**config.mk**
```make
export PLATFORM = sky130hd
export DESIGN_NAME = mod_counter
export DESIGN_NICKNAME = d
export VERILOG_FILES = /design/src/rtl/mod_counter.sv
export SDC_FILE = /design/constraint.sdc
export NUM_CORES = 1
export LEC_CHECK = 0
export CAP_MARGIN = 25
export CORE_MARGIN = 8
export CORE_UTILIZATION = 52
export DETAILED_ROUTE_END_ITERATION = 12
export GPL_TIMING_DRIVEN = 0
export PLACE_DENSITY = 0.87
export SETUP_SLACK_MARGIN = 0.5
export SYNTH_ARGS = -nofsm -noshare
export SYNTH_HDL_FRONTEND = slang
export SYNTH_SLANG_ARGS = --single-unit
```
**constraint.sdc**
```tcl
create_clock -name clk -period 5.49 [get_ports clk]
set_clock_uncertainty 0.2 [all_clocks]
set_input_delay 0.549 -clock clk [delete_from_list [all_inputs] [get_ports clk]]
set_output_delay 0.549 -clock clk [all_outputs]
set_load 0.01 [all_outputs]
```
**src/rtl/mod_counter.sv**
```systemverilog
// Bounded up/down counter with wrap or saturate at MAX_VAL, terminal-count pulse and sticky overflow.
// Define MOD_COUNTER_PRESCALE_EN to step only on every PRESCALE-th enabled cycle.
module mod_counter #(
    parameter int          WIDTH    = 8,
    parameter int unsigned MAX_VAL  = 200,
    parameter int          PRESCALE = 4
) (
    input  logic             clk,
    input  logic             reset,
    input  logic             enable,
    input  logic             up_dn,
    input  logic             sat,
    input  logic             load,
    input  logic [WIDTH-1:0] load_val,
    input  logic             clr_ovf,
    output logic [WIDTH-1:0] data,
    output logic             tc,
    output logic             ovf
);

    localparam logic [WIDTH-1:0] MAX_V = WIDTH'(MAX_VAL);

    function automatic logic [WIDTH-1:0] clamp_max(input logic [WIDTH-1:0] v);
        return (v > MAX_V) ? MAX_V : v;
    endfunction

    function automatic logic is_boundary(input logic [WIDTH-1:0] cur, input logic up);
        return up ? (cur >= MAX_V) : (cur == '0);
    endfunction

    // Next count for one step; at a boundary either hold (saturate) or jump to the far bound.
    function automatic logic [WIDTH-1:0] step_val(input logic [WIDTH-1:0] cur,
                                                  input logic up,
                                                  input logic sat_mode);
        if (up) begin
            if (cur >= MAX_V) return sat_mode ? MAX_V : '0;
            return cur + 1'b1;
        end
        if (cur == '0) return sat_mode ? '0 : MAX_V;
        return cur - 1'b1;
    endfunction

    logic step;
    logic bnd;

`ifdef MOD_COUNTER_PRESCALE_EN
    localparam int              PS_W    = (PRESCALE > 1) ? $clog2(PRESCALE) : 1;
    localparam logic [PS_W-1:0] PS_LAST = PS_W'(PRESCALE - 1);

    logic [PS_W-1:0] presc;

    always_ff @(posedge clk) begin
        if (reset || load) begin
            presc <= '0;
        end else if (enable) begin
            presc <= (presc == PS_LAST) ? '0 : presc + 1'b1;
        end
    end

    assign step = enable && (presc == PS_LAST);
`else
    logic unused_prescale;
    assign unused_prescale = (PRESCALE > 0);
    assign step            = enable;
`endif

    assign bnd = is_boundary(data, up_dn);

    // Count register stage: load wins over a step in the same cycle.
    always_ff @(posedge clk) begin
        if (reset) begin
            data <= '0;
            tc   <= 1'b0;
            ovf  <= 1'b0;
        end else begin
            tc <= 1'b0;
            if (load) begin
                data <= clamp_max(load_val);
            end else if (step) begin
                data <= step_val(data, up_dn, sat);
                tc   <= bnd;
            end
            if (!load && step && bnd) begin
                ovf <= 1'b1;
            end else if (clr_ovf) begin
                ovf <= 1'b0;
            end
        end
    end

endmodule

```
# After elaboration in Yosys (flattened, before gate mapping)
# Index checks and enable logic that the tools add are counted.
# classes
n_mux,28
reduce_logical,7
add_sub_neg,2
mul,0
n_eq_ne,0
n_div,0
bitwise,1
n_lt_le_gt_ge,2
shifts,0
# op_table
operator,n
$mux 8,11
$mux 1,17
$add 8x1->8 const B,1
$ge 8x8->1 const B,1
$gt 8x8->1 const B,1
$logic_not 8->1,1
$sub 8x1->8 const B,1
$reduce_bool 2->1,2
$reduce_or 3->1,1
$logic_and 1x1->1,2
$logic_not 1->1,1
$not 1->1,1
# totals
mem_count,0
latch_bits,0
word_cells,43
mem_bits_rw,0
inputBits,15
reg_bits,10
rom_bits,0

# Logic depth before layout (Yosys ltp)
# Gate-level depths: netlist of the first run.
# depth
ltp_word,13
mapped_depth,7
ltp_nobuf,7

# Worst setup path before layout of the first run
# Ideal clock, no wire load.
# synth_timing
path_kind,register -> register
startpoint,register data[0]
endpoint,register data[4]
t_arrival_ns,1.615
path_stages_with_launch,8
t_required_ns,5.221
setup_slack_ns,3.606
setup_ns,0.069
path_buffers,0
path_cell_list,dfxtp_1 inv_1 ha_1 or3b_4 a211oi_2 a21oi_1 o221a_1 o21ai_1
# synth_between
elab_chain_len,13
elab_cells_between_ends,21
cone_classes,add/sub (2); order compare (1); mux (17); reduce/logical (1)
# synth_lines
element,line,text
"start, declared",16,"output logic [WIDTH-1:0] data,"
"start signal, assigned",78,data <= clamp_max(load_val);
"start signal, assigned",80,"data <= step_val(data, up_dn, sat);"
$ge 8x8->1,36,if (cur >= MAX_V) return sat_mode ? MAX_V : '0;
$mux 1,36,
$mux 1,35,if (up) begin
$mux 1,79,end else if (step) begin
$mux 1,77,if (load) begin
$mux 1,71,if (reset) begin
$mux 8,37,return cur + 1'b1;
$mux 8,35,
$mux 8,39,if (cur == '0) return sat_mode ? '0 : MAX_V;
$mux 8,40,return cur - 1'b1;
$mux 8 (*),39,
$mux 8 (*),79,
$mux 8 (*),77,
# Mark *: on every way between the ends. The rest lies on a longest branch, timed or not. The select of a mux whose other input is x is not followed.
# A chain may end at the register's enable or synchronous reset.

# Final worst setup path of the first run
# layout_timing
startpoint,register data[5]
endpoint,output data[5]
# No word-level cell between the ends.

==> results of run 1 <==
-- cell usage after synthesis (all sizes together), types with 2 or more instances --
library cell and instances:
or3b 3, nor4b 2, o31a 2, inv 3, buf 5, nor3b 6
dfxtp 10, a31oi 2, nand2b 3, nand2 11, xnor2 3, a22o 2
nor2 11, nand3b 2, nor4 2, o211a 2, nand3 5, clkbuf 5
ha 3, xor2 2, o22ai 2, a211oi 2, nor3 5, o21ai 8
a21oi 12
-- cell type report --
cell class	instances	area (µm²)
Multi-Input combinational cell	103	717
Timing Repair Buffer	22	220
Clock buffer	3	22.5
Buffer	10	58.8
Fill cell	158	503
Tap cell	25	31.3
Inverter	3	11.3
Sequential cell	10	200
-- per-stage QoR --
stage | hold WS (ps) | utilization, % | setup slack (ps) | power (W) | cells
floorplan | 293 | - | 3610 | 0.000157 | 126
global placement | 260 | 70.2 | 3240 | 0.000191 | 173
detailed placement | 277 | 70.2 | 3250 | 0.000194 | 173
CTS | 289 | 71.5 | 3350 | 0.000247 | 176
global route | 325 | 71.5 | 3250 | 0.000261 | 176
finish | 283 | 71.5 | 3350 | 0.000245 | 176
-- path summary, 6_finish.rpt --
path / endpoint / cells past startpoint
worst min-delay path: ovf / 2
worst max-delay path: data[5] / 1
worst max register to register: data[5] / 7
worst min register to register: ovf / 2
-- registers in the layout, indices dropped and copies added, names as in the netlist --
| signal | flops |
|---|---|
| data | 8 |
| ovf | 1 |
| tc | 1 |
-- power by group through the flow --
| stage | clock network, W | registers, W | logic, W |
|---|---|---|---|
| 2_1_floorplan | 0 | 0.0000877 | 0.0000692 |
| 4_1_cts | 0.0000538 | 0.0000854 | 0.000108 |
| 3_3_place_gp | 0 | 0.0000866 | 0.000104 |
| 6_report | 0.0000515 | 0.0000857 | 0.000108 |
| 3_5_place_dp | 0 | 0.0000871 | 0.000107 |
| 5_1_grt | 0.0000564 | 0.0000862 | 0.000118 |
-- cell usage in the layout (no fill, tap or decap), types with 3 or more instances in the layout --
cell type,n
sky130_fd_sc_hd__a21oi_1,12
sky130_fd_sc_hd__clkbuf_1,5
sky130_fd_sc_hd__clkbuf_4,3
sky130_fd_sc_hd__clkdlybuf4s50_1,22
sky130_fd_sc_hd__dfxtp_1,10
sky130_fd_sc_hd__ha_1,3
sky130_fd_sc_hd__inv_1,3
sky130_fd_sc_hd__nand2_1,10
sky130_fd_sc_hd__nand2b_1,3
sky130_fd_sc_hd__nand3_1,5
sky130_fd_sc_hd__nor2_1,11
sky130_fd_sc_hd__nor3_1,3
sky130_fd_sc_hd__nor3b_1,6
sky130_fd_sc_hd__o21ai_0,4
sky130_fd_sc_hd__o21ai_1,3
sky130_fd_sc_hd__xnor2_1,3
-- metal layers --
metal	vias up	share of wire [%]	wire (µm)
met4	0	1.7	47
li1	522	-	-
met3	7	8.0	225
met1	504	43	1210
met5	-	0	0
met2	49	48	1340
-- logic make-up (layout without fill, tap and decap cells) --
logic type	Yosys count	in the layout	share of synthesized area, %
and+or+nand+nor	55	55	35.0
AOI/OAI and AO/OA	39	39	28.4
adders and majority gates	3	3	3.80
buffers and inverters	13	38	7.10
muxes	1	1	1.01
xor gates and xnor gates	5	5	4.44
DFF	10	10	20.3
==> metrics.txt, run 1 <==
# TYPE chip_impl_metric gauge
chip_impl_metric{name="routed_via_density",unit=""} 6.15
chip_impl_metric{name="crit_arrival",unit="ps"} 1390
chip_impl_metric{name="layout_worst_path_cycle_share",unit="%"} 38.9
chip_impl_metric{name="detail_route.first_pass.iterations",unit=""} 4
chip_impl_metric{name="synth_top_area_share",unit="%"} 20.3
chip_impl_metric{name="rrSetupSlack",unit="ps"} 3420
chip_impl_metric{name="cp_num_buf_inv",unit=""} 1
chip_impl_metric{name="design_area",unit="µm²"} 1260
chip_impl_metric{name="finalHoldViolCount",unit=""} 0
chip_impl_metric{name="max-cap-violations",unit=""} 0
chip_impl_metric{name="initial_utilization",unit="%"} 56.0
chip_impl_metric{name="synth.cell_area",unit="µm²"} 987
chip_impl_info{name="largest_delay_share_family_worst_path",value="buffers and inverters"} 1
chip_impl_metric{name="power.net_switching",unit="W"} 0.0000895
chip_impl_metric{name="grt_pass1_vias",unit=""} 999
chip_impl_metric{name="core.rowCount",unit=""} 15
chip_impl_info{name="clock_tree_from_tritoncts",value="built"} 1
chip_impl_metric{name="grt_overflow_total",unit=""} 0
chip_impl_info{name="cp-start-kind",value="flip-flop"} 1
chip_impl_metric{name="num-nets-final",unit=""} 171
chip_impl_metric{name="wire_length_of_the_first_global_routing_pass",unit="mm"} 4.73
chip_impl_metric{name="dpl_cell_area",unit="µm²"} 1240
chip_impl_metric{name="yosys_register_bits",unit=""} 10
chip_impl_metric{name="floorplan.die.width",unit="µm"} 59.6
chip_impl_info{name="cp_slowest_cell",value="sky130_fd_sc_hd__clkdlybuf4s50_1"} 1
chip_impl_metric{name="detailed_place_hpwl",unit="mm"} 2.23
chip_impl_metric{name="clock_power_share",unit="%"} 21.0
chip_impl_metric{name="fmax",unit="MHz"} 468
chip_impl_metric{name="power_leakage",unit="nW"} 0.452
chip_impl_metric{name="synthToLayoutAreaGrowth",unit="%"} 27.8
chip_impl_info{name="critical_path.startpoint",value="data[5]"} 1
chip_impl_metric{name="antenna-diode-count",unit=""} 0
chip_impl_metric{name="design.core.area",unit="µm²"} 1760
chip_impl_info{name="ys.flop_type",value="sky130_fd_sc_hd__dfxtp_1"} 1
chip_impl_metric{name="post_cts_resized",unit=""} 0
chip_impl_info{name="grt_setup_unrepaired",value="false"} 1
chip_impl_metric{name="post_layout_min_period",unit="ps"} 2140
chip_impl_metric{name="cts.sinks",unit=""} 10
chip_impl_metric{name="cell_internal_pwr",unit="W"} 0.000155
chip_impl_metric{name="io-pin-count",unit=""} 25
chip_impl_metric{name="number_of_buffers_on_the_longest_clock_path",unit=""} 2
chip_impl_metric{name="synth_warnings",unit=""} 0
chip_impl_metric{name="route.vias.total",unit=""} 1082
chip_impl_info{name="timing.setup.critical_path_class",value="reg2out"} 1
chip_impl_metric{name="vdd.ir_drop.worst",unit="mV"} 0.151
chip_impl_metric{name="ys_seq_area_share",unit="%"} 20.3
chip_impl_metric{name="syn-num-nets",unit=""} 144
chip_impl_metric{name="synth_area_per_cell",unit="µm²"} 7.83
chip_impl_metric{name="area_enclosed_by_the_die_boundary",unit="µm²"} 3550
chip_impl_info{name="endpoint_kind",value="output port"} 1
chip_impl_metric{name="grt_use_total",unit="%"} 17.2
chip_impl_metric{name="detail_route.drc_violations",unit=""} 0
chip_impl_metric{name="required",unit="ps"} 4740
chip_impl_info{name="class_of_the_tightest_hold_or_removal_check",value="reg2reg"} 1
chip_impl_metric{name="timing.max_slew.rel_slack",unit="%"} 69.6
chip_impl_metric{name="globalplace.congestion",unit=""} 0.913
chip_impl_metric{name="async_reset_ff_share",unit="%"} 0
chip_impl_metric{name="fraction_of_final_layout_cells_with_drive_strength_greater_than_1",unit="%"} 12.6
chip_impl_metric{name="num_cts_buffers",unit=""} 3
chip_impl_metric{name="postCtsHoldBufs",unit=""} 0
chip_impl_metric{name="port_buffers",unit=""} 22
chip_impl_metric{name="number_of_enable_type_register_cells_in_the_synthesized_netlist",unit=""} 0
chip_impl_metric{name="globalRouteMet2Util",unit="%"} 28.2
chip_impl_metric{name="timing.final.setup_violations",unit=""} 0
chip_impl_metric{name="worst_pin_slew",unit="ps"} 455
chip_impl_metric{name="share_seq_of_total_power",unit="%"} 35.0
chip_impl_metric{name="grtUsageMet1",unit="%"} 21.1
chip_impl_metric{name="critical_path.max_stage_delay",unit="ps"} 610
chip_impl_metric{name="route.detailed.wl_per_inst",unit="µm"} 16.0
chip_impl_metric{name="power.share.combinational",unit="%"} 44.0
chip_impl_metric{name="drt_iter0_markers",unit=""} 47
chip_impl_info{name="synth_top_area_cell",value="sky130_fd_sc_hd__dfxtp_1"} 1
chip_impl_info{name="timing.hold.worst.start",value="ovf"} 1
chip_impl_metric{name="clk_lat_worst_skew",unit="ps"} 270
chip_impl_metric{name="die-height",unit="µm"} 59.6
chip_impl_metric{name="power.density_cell_area",unit="nW/µm²"} 194
chip_impl_metric{name="critPathMaxFanout",unit=""} 9
chip_impl_metric{name="largest_net_degree_at_the_start_of_global_routing",unit=""} 11
chip_impl_metric{name="detail_route.wirelength",unit="mm"} 2.82
chip_impl_info{name="critical_path.reg2reg.startpoint",value="data[0]"} 1
chip_impl_metric{name="number_of_max_slew_violations_in_the_final_report",unit=""} 0
chip_impl_info{name="worstPathCellList",value="clkdlybuf4s50_1"} 1
chip_impl_metric{name="post_cts_buffers",unit=""} 0
chip_impl_info{name="ctsRootBufferMaster",value="sky130_fd_sc_hd__clkbuf_4"} 1
chip_impl_metric{name="gr-usage-met3",unit="%"} 3.04
chip_impl_info{name="yosys-top-cells-area",value="sky130_fd_sc_hd__dfxtp_1 (20%), sky130_fd_sc_hd__a21oi_1 (6.1%), sky130_fd_sc_hd__nor3b_1 (4.6%)"} 1
chip_impl_metric{name="synth_cells",unit=""} 126
chip_impl_metric{name="power.share.switching",unit="%"} 36.5
chip_impl_metric{name="final_antenna_net_count",unit=""} 0
chip_impl_metric{name="antenna_found_initial",unit=""} 0
chip_impl_metric{name="cts.htree.levels",unit=""} 1
chip_impl_info{name="outcome",value="finished clean"} 1
chip_impl_metric{name="clk_transition_reported_paths",unit="ps"} 60
chip_impl_info{name="globalRoute.busiestLayer",value="met2"} 1
chip_impl_metric{name="synth_cell_type_count",unit=""} 50
chip_impl_metric{name="totalNegativeSetupSlack",unit="ps"} 0
Note: power is estimated with default switching activity, not from simulation.
==> run 2, diff against run 1 <==
--- a/config.mk
+++ b/config.mk
@@ -7,10 +7,10 @@
 export LEC_CHECK = 0
 export CAP_MARGIN = 25
 export CORE_MARGIN = 8
-export CORE_UTILIZATION = 52
+export CORE_UTILIZATION = 44
 export DETAILED_ROUTE_END_ITERATION = 12
 export GPL_TIMING_DRIVEN = 0
-export PLACE_DENSITY = 0.87
+export PLACE_DENSITY = 0.79
 export SETUP_SLACK_MARGIN = 0.5
 export SYNTH_ARGS = -nofsm -noshare
 export SYNTH_HDL_FRONTEND = slang
==> constraint.sdc (replaced) <==
create_clock -name clk -period 1.8 [get_ports clk]
set_clock_uncertainty 0.2 [all_clocks]
set_input_delay 0.18 -clock clk [delete_from_list [all_inputs] [get_ports clk]]
set_output_delay 0.18 -clock clk [all_outputs]
set_load 0.01 [all_outputs]
==> run 2 against run 1 <==
The flow now finishes with violations (negative setup slack). Hold slack lost 190 ps. Sequential cell count is the same. First-iteration DRC count grew 43%. Clock-buffer cell count is the same. Sequential share of layout area shrank 2.0 points. Largest cell class unchanged. Highest routed layer unchanged.
==> metrics.txt, run 2 (synthesis results as in run 1) <==
# TYPE chip_impl_metric gauge
chip_impl_metric{name="clk_lat_worst_skew",unit="ps"} 280
chip_impl_info{name="timing.setup.critical_path_class",value="reg2reg"} 1
chip_impl_metric{name="max-cap-violations",unit=""} 0
chip_impl_info{name="mostFrequentLayoutCells",value="sky130_fd_sc_hd__clkdlybuf4s50_1 (12), sky130_fd_sc_hd__nor2_1 (11), sky130_fd_sc_hd__a21oi_1 (11), sky130_fd_sc_hd__buf_6 (9), sky130_fd_sc_hd__buf_4 (8)"} 1
chip_impl_info{name="largestRegisters",value="data: 8 flops, ovf: 1 flops, tc: 1 flops"} 1
chip_impl_metric{name="largest_net_degree_at_the_start_of_global_routing",unit=""} 11
chip_impl_metric{name="gr-usage-met3",unit="%"} 3.36
chip_impl_info{name="outcome",value="finished, violations left"} 1
chip_impl_metric{name="num-nets-final",unit=""} 183
chip_impl_metric{name="largest_register_ff_count",unit=""} 8
chip_impl_metric{name="grt_use_total",unit="%"} 16.1
chip_impl_info{name="cp_slowest_cell",value="sky130_fd_sc_hd__or3b_4"} 1
chip_impl_metric{name="power.density_cell_area",unit="nW/µm²"} 584
chip_impl_metric{name="setup_slack_after_layout",unit="ps"} -23.4
chip_impl_metric{name="required",unit="ps"} 1810
chip_impl_metric{name="grt_pass1_vias",unit=""} 1230
chip_impl_metric{name="power.share.combinational",unit="%"} 51.3
chip_impl_metric{name="clk_transition_reported_paths",unit="ps"} 80
chip_impl_metric{name="final_standard_cell_utilization_of_the_core",unit="%"} 71.3
chip_impl_metric{name="detail_route.first_pass.iterations",unit=""} 4
chip_impl_metric{name="layout_worst_path_cycle_share",unit="%"} 101
chip_impl_metric{name="hold-worst-slack",unit="ps"} 96.8
chip_impl_metric{name="synthToLayoutAreaGrowth",unit="%"} 56.7
chip_impl_metric{name="finalHoldViolCount",unit=""} 0
chip_impl_metric{name="antenna_found_initial",unit=""} 0
chip_impl_metric{name="drt_iter0_markers",unit=""} 67
chip_impl_metric{name="initial_utilization",unit="%"} 45.5
chip_impl_metric{name="fraction_of_final_layout_cells_with_drive_strength_greater_than_1",unit="%"} 34.8
chip_impl_info{name="clock_tree_from_tritoncts",value="built"} 1
chip_impl_metric{name="cell_internal_pwr",unit="W"} 0.000552
chip_impl_metric{name="place.detailed.instances",unit=""} 176
chip_impl_info{name="endpoint_kind",value="flip-flop"} 1
chip_impl_metric{name="area_enclosed_by_the_die_boundary",unit="µm²"} 4020
chip_impl_info{name="mostFrequentLayoutCell",value="sky130_fd_sc_hd__clkdlybuf4s50_1"} 1
chip_impl_metric{name="detailed_place_hpwl",unit="mm"} 2.37
chip_impl_metric{name="antenna-diode-count",unit=""} 0
chip_impl_metric{name="vdd.ir_drop.worst",unit="mV"} 0.438
chip_impl_metric{name="fmax",unit="MHz"} 548
chip_impl_metric{name="num_cts_buffers",unit=""} 3
chip_impl_metric{name="detail_route.wirelength",unit="mm"} 3.35
chip_impl_metric{name="power.net_switching",unit="W"} 0.000352
chip_impl_metric{name="globalRouteMet2Util",unit="%"} 27.1
chip_impl_metric{name="critical_path.max_stage_delay",unit="ps"} 390
chip_impl_metric{name="power.share.switching",unit="%"} 38.9
chip_impl_metric{name="timing.final.setup_violations",unit=""} 3
chip_impl_info{name="cp-start-kind",value="flip-flop"} 1
chip_impl_metric{name="detail_route.drc_violations",unit=""} 0
chip_impl_metric{name="stdcell_count",unit=""} 192
chip_impl_metric{name="timing.max_slew.rel_slack",unit="%"} 56.3
chip_impl_metric{name="post_layout_min_period",unit="ps"} 1820
chip_impl_metric{name="detailedPlace.worstSlack",unit="ps"} -174
chip_impl_metric{name="route.detailed.wl_per_inst",unit="µm"} 17.4
chip_impl_metric{name="cts.sinks",unit=""} 10
chip_impl_metric{name="io-pin-count",unit=""} 25
chip_impl_metric{name="port_buffers",unit=""} 22
chip_impl_metric{name="fillcell_total",unit=""} 175
chip_impl_metric{name="core.rowCount",unit=""} 17
chip_impl_metric{name="die-height",unit="µm"} 63.4
chip_impl_metric{name="floorplan.die.width",unit="µm"} 63.4
chip_impl_metric{name="design_area",unit="µm²"} 1550
chip_impl_metric{name="power_leakage",unit="nW"} 0.580
chip_impl_metric{name="wire_length_of_the_first_global_routing_pass",unit="mm"} 5.41
chip_impl_info{name="globalRoute.busiestLayer",value="met2"} 1
chip_impl_info{name="top_register",value="data"} 1
chip_impl_metric{name="globalplace.congestion",unit=""} 0.866
chip_impl_metric{name="worst_pin_slew",unit="ps"} 655
chip_impl_metric{name="design.core.area",unit="µm²"} 2170
chip_impl_info{name="failing_checks",value="negative setup slack"} 1
chip_impl_metric{name="route.vias.total",unit=""} 1193
chip_impl_info{name="class_of_the_tightest_hold_or_removal_check",value="in2reg"} 1
chip_impl_metric{name="cts.htree.levels",unit=""} 1
chip_impl_metric{name="dpl_cell_area",unit="µm²"} 1290
chip_impl_metric{name="routed_via_density",unit=""} 6.21
chip_impl_info{name="ctsRootBufferMaster",value="sky130_fd_sc_hd__clkbuf_4"} 1
chip_impl_info{name="worstPathCellList",value="inv_6 > ha_4 > or3b_4 > a211oi_2 > a21oi_1 > o221a_1 > o21ai_1"} 1
chip_impl_metric{name="final_antenna_net_count",unit=""} 0
chip_impl_metric{name="share_seq_of_total_power",unit="%"} 29.4
chip_impl_metric{name="number_of_max_slew_violations_in_the_final_report",unit=""} 0
chip_impl_metric{name="clock_power_share",unit="%"} 19.3
chip_impl_metric{name="grtUsageMet1",unit="%"} 18.1
chip_impl_metric{name="number_of_buffers_on_the_longest_clock_path",unit=""} 2
chip_impl_metric{name="grt_overflow_total",unit=""} 0
chip_impl_info{name="grt_setup_unrepaired",value="true"} 1
chip_impl_metric{name="critPathMaxFanout",unit=""} 6
chip_impl_metric{name="crit_arrival",unit="ps"} 1840
-- run 2: cell count changes in the layout (fill, tap and decap cells not counted), sizes merged --
cell,previous run,this run
clkdlybuf4s50,22,12
dlygate4sd2,0,2
dlymetal6s2s,0,1
clkdlybuf4s15,0,3
clkinv,0,1
clkbuf,8,11
buf,5,18
-- run 2: what timing repair did --
item / CTS / global route
hold buffers: 0 / 0
setup endpoints to repair: 20 / 19
gates resized for setup: 38 / 16
setup buffers: 7 / 5
pin swaps: 4 / 14
-- run 2: final timing paths --
check / from / cells past startpoint / endpoint / slack [ps]
worst min-delay path: reset / 2 / tc / 100
worst min register to register: ovf / 2 / ovf / 280
worst max register to register: data[0] / 7 / data[4] / -20
worst max-delay path: data[0] / 7 / data[4] / -20
-- run 2: critical path: cells and delay by family (launching register included) --
family / cells / cell delay [ps]
simple gates: 1 / 390
flops: 1 / 380
compound gates: 4 / 590
fa+ha+maj: 1 / 130
buf+inv: 1 / 80
-- run 2: metal layers --
metal / routed length, µm / vias up
li1: - / 549
met1: 1350 / 574
met2: 1640 / 59
met3: 255 / 11
met4: 106 / 0
met5: 0 / -
-- run 2: power groups by stage --
stage	clock [W]	sequential, W	combinational, W
2_1_floorplan	0	0.000271	0.000221
3_3_place_gp	0	0.000269	0.000330
3_5_place_dp	0	0.000270	0.000339
4_1_cts	0.000171	0.000265	0.000407
5_1_grt	0.000180	0.000268	0.000492
6_report	0.000175	0.000266	0.000463
-- run 2: metrics by stage --
stage / total power (W) / TNS [ps]
after floorplan: 0.000492 / 0
final: 0.000903 / -51.1
after CTS: 0.000842 / 0
after detailed placement: 0.000610 / -691
after global routing: 0.000940 / -457
after global placement: 0.000598 / -356
-- run 2: layout make-up --
class	count	area (µm²)	share of cell area (%)
sequential	10	215	13.9
clock buffer	3	22.5	1.46
clock inverter	1	3.75	0.243
tap	28	35.0	2.27
multi-input combinational	103	856	55.3
timing repair buffer	34	320	20.7
inverter	3	18.8	1.21
buffer	10	75.1	4.85
==> run 3, diff against run 2 <==
--- a/config.mk
+++ b/config.mk
@@ -11,6 +11,7 @@
 export DETAILED_ROUTE_END_ITERATION = 12
 export GPL_TIMING_DRIVEN = 0
 export PLACE_DENSITY = 0.79
+export RECOVER_POWER = 25
 export SETUP_SLACK_MARGIN = 0.5
 export SYNTH_ARGS = -nofsm -noshare
 export SYNTH_HDL_FRONTEND = slang
==> run 3 against run 2 <==
The run still ends with negative setup slack left. Sequential power about the same. Global-route usage unchanged. Via count did not move. Final area hardly changed. Die area unchanged. First-iteration DRC count stayed put. Combinational power about the same. Total power is essentially flat. Clock power barely moved.
==> metrics.txt, run 3 (synthesis results as in run 1) <==
# TYPE chip_impl_metric gauge
chip_impl_metric{name="critPathMaxFanout",unit=""} 10
chip_impl_metric{name="detail_route.drc_violations",unit=""} 0
chip_impl_metric{name="num_cts_buffers",unit=""} 3
chip_impl_metric{name="wire_length_of_the_first_global_routing_pass",unit="mm"} 5.41
chip_impl_metric{name="route.detailed.wl_per_inst",unit="µm"} 17.4
chip_impl_metric{name="timing.max_slew.rel_slack",unit="%"} 56.3
chip_impl_metric{name="largest_register_ff_count",unit=""} 8
chip_impl_metric{name="detailedPlace.worstSlack",unit="ps"} -174
chip_impl_info{name="largest_delay_share_family_worst_path",value="simple AND/OR/NAND/NOR gates"} 1
chip_impl_metric{name="cts.sinks",unit=""} 10
chip_impl_info{name="cp-start-kind",value="flip-flop"} 1
chip_impl_metric{name="vdd.ir_drop.worst",unit="mV"} 0.438
chip_impl_metric{name="synthToLayoutAreaGrowth",unit="%"} 56.5
chip_impl_info{name="r2r-end",value="data[6]"} 1
chip_impl_metric{name="power.density_cell_area",unit="nW/µm²"} 584
chip_impl_metric{name="clk_lat_worst_skew",unit="ps"} 280
chip_impl_metric{name="port_buffers",unit=""} 22
chip_impl_metric{name="timing.final.setup_violations",unit=""} 4
chip_impl_metric{name="totalNegativeSetupSlack",unit="ps"} -73.9
chip_impl_info{name="ctsRootBufferMaster",value="sky130_fd_sc_hd__clkbuf_4"} 1
chip_impl_metric{name="crit_arrival",unit="ps"} 1830
chip_impl_metric{name="detail_route.first_pass.iterations",unit=""} 4
chip_impl_metric{name="antenna_found_initial",unit=""} 0
chip_impl_metric{name="number_of_buffers_on_the_longest_clock_path",unit=""} 2
chip_impl_metric{name="final_standard_cell_utilization_of_the_core",unit="%"} 71.2
chip_impl_metric{name="number_of_max_slew_violations_in_the_final_report",unit=""} 0
chip_impl_metric{name="layout_worst_path_cycle_share",unit="%"} 102
chip_impl_metric{name="fraction_of_final_layout_cells_with_drive_strength_greater_than_1",unit="%"} 34.1
chip_impl_metric{name="detailroute.wirelength.met3",unit="µm"} 255
chip_impl_metric{name="grt_pass1_vias",unit=""} 1230
chip_impl_metric{name="drt_iter0_markers",unit=""} 67
chip_impl_metric{name="fmax",unit="MHz"} 544
chip_impl_metric{name="fillcell_total",unit=""} 176
chip_impl_metric{name="num-nets-final",unit=""} 183
chip_impl_info{name="critical_path.reg2reg.startpoint",value="data[3]"} 1
chip_impl_metric{name="io-pin-count",unit=""} 25
chip_impl_metric{name="worst_pin_slew",unit="ps"} 655
chip_impl_metric{name="globalplace.congestion",unit=""} 0.866
chip_impl_metric{name="power_leakage",unit="nW"} 0.580
chip_impl_metric{name="detail_route.wirelength",unit="mm"} 3.35
chip_impl_info{name="route.top_layer_used",value="met4"} 1
chip_impl_metric{name="design_power_total",unit="W"} 0.000903
chip_impl_info{name="hold_path_sink",value="tc"} 1
chip_impl_metric{name="antenna-diode-count",unit=""} 0
chip_impl_metric{name="cts.htree.levels",unit=""} 1
chip_impl_info{name="mostFrequentLayoutCells",value="sky130_fd_sc_hd__clkdlybuf4s50_1 (12), sky130_fd_sc_hd__nor2_1 (11), sky130_fd_sc_hd__a21oi_1 (11), sky130_fd_sc_hd__buf_6 (9), sky130_fd_sc_hd__buf_4 (8)"} 1
chip_impl_metric{name="routed_via_density",unit=""} 6.21
chip_impl_info{name="mostFrequentLayoutCell",value="sky130_fd_sc_hd__clkdlybuf4s50_1"} 1
chip_impl_info{name="worstPathCellList",value="buf_6 > or3_4 > nor4_4 > nor4b_2 > nor4_2"} 1
chip_impl_metric{name="wl_met1",unit="mm"} 1.35
chip_impl_metric{name="clk_transition_reported_paths",unit="ps"} 80
chip_impl_metric{name="required",unit="ps"} 1790
chip_impl_metric{name="grt_overflow_total",unit=""} 0
chip_impl_metric{name="final_antenna_net_count",unit=""} 0
chip_impl_metric{name="cp_num_buf_inv",unit=""} 1
chip_impl_metric{name="largest_net_degree_at_the_start_of_global_routing",unit=""} 11
chip_impl_metric{name="grt_use_total",unit="%"} 16.1
chip_impl_info{name="endpoint_kind",value="flip-flop"} 1
chip_impl_metric{name="rrSetupSlack",unit="ps"} -40
chip_impl_info{name="cp_slowest_cell",value="sky130_fd_sc_hd__or3_4"} 1
chip_impl_info{name="timing.hold.worst.start",value="reset"} 1
chip_impl_metric{name="setup_slack_after_layout",unit="ps"} -38.8
chip_impl_info{name="largestRegisters",value="data: 8 flops, ovf: 1 flops, tc: 1 flops"} 1
chip_impl_metric{name="floorplan.die.width",unit="µm"} 63.4
chip_impl_metric{name="hold-worst-slack",unit="ps"} 96.8
chip_impl_metric{name="die-height",unit="µm"} 63.4
chip_impl_info{name="critical_path.startpoint",value="data[3]"} 1
chip_impl_info{name="grt_setup_unrepaired",value="true"} 1
chip_impl_info{name="clock_tree_from_tritoncts",value="built"} 1
chip_impl_metric{name="initial_utilization",unit="%"} 45.5
chip_impl_metric{name="max-cap-violations",unit=""} 0
chip_impl_metric{name="core.rowCount",unit=""} 17
chip_impl_metric{name="dr_wl_met2",unit="mm"} 1.64
chip_impl_metric{name="area_enclosed_by_the_die_boundary",unit="µm²"} 4020
chip_impl_metric{name="postCtsHoldBufs",unit=""} 0
chip_impl_metric{name="r2r.worst_path.cells",unit=""} 5
chip_impl_info{name="failing_checks",value="negative setup slack"} 1
chip_impl_info{name="outcome",value="finished, violations left"} 1
chip_impl_metric{name="detailed_place_hpwl",unit="mm"} 2.37
chip_impl_metric{name="finalHoldViolCount",unit=""} 0
chip_impl_metric{name="design.core.area",unit="µm²"} 2170
chip_impl_metric{name="holdPathStages",unit=""} 2
chip_impl_info{name="top_register",value="data"} 1
chip_impl_metric{name="route.vias.total",unit=""} 1193
chip_impl_info{name="timing.setup.critical_path_class",value="reg2reg"} 1
chip_impl_metric{name="critical_path.max_stage_delay",unit="ps"} 400
chip_impl_metric{name="post_layout_min_period",unit="ps"} 1840
chip_impl_info{name="class_of_the_tightest_hold_or_removal_check",value="in2reg"} 1
## run 3: cell count changes in the layout (fill, tap and decap cells not counted)
cell,delta
sky130_fd_sc_hd__dfxtp_1,+1
sky130_fd_sc_hd__dfxtp_2,-1
## run 3: per-layer routing
layer  global-route usage (%)  up-vias
li1                         -      549
met1                     18.1      574
met2                     27.1       59
met3                     3.36       11
met4                     9.75        0
met5                        0        -
## run 3: timing repair
item | in CTS | in global routing
pin swaps | 4 | 14
endpoints found under the setup margin | 20 | 19
setup buffers | 7 | 5
gates resized for setup | 38 | 16
## run 3: final cells by class
class                      instances  area (µm²)  share of cell area [%]
timing repair buffer              34         320                    20.7
multi-input combinational        103         856                    55.4
clock inverter                     1        3.75                   0.243
inverter                           3        18.8                    1.21
clock buffer                       3        22.5                    1.46
sequential                        10         214                    13.8
tap                               28        35.0                    2.27
buffer                            10        75.1                    4.86
## run 3: worst max-delay path by stage
stage               to  slack (ps)  cells after the start
6_report       data[6]         -40                      5
5_1_grt        data[4]        -110                      7
4_1_cts        data[4]           4                      7
3_5_place_dp   data[6]        -170                      6
3_3_place_gp   data[6]        -100                      6
2_1_floorplan  data[5]          60                      7
## run 3: per-stage QoR
| step | cell area, µm² | cells |
|---|---|---|
| finish | 1550 | 192 |
| CTS | 1460 | 187 |
| global placement | 1290 | 176 |
| detailed placement | 1290 | 176 |
| global route | 1550 | 192 |
| floorplan | 1040 | 126 |
## run 3: power by group
group	internal (W)	switching, W
clock	0.0000803	0.0000944
sequential	0.000238	0.0000272
combinational	0.000233	0.000230
total	0.000551	0.000352
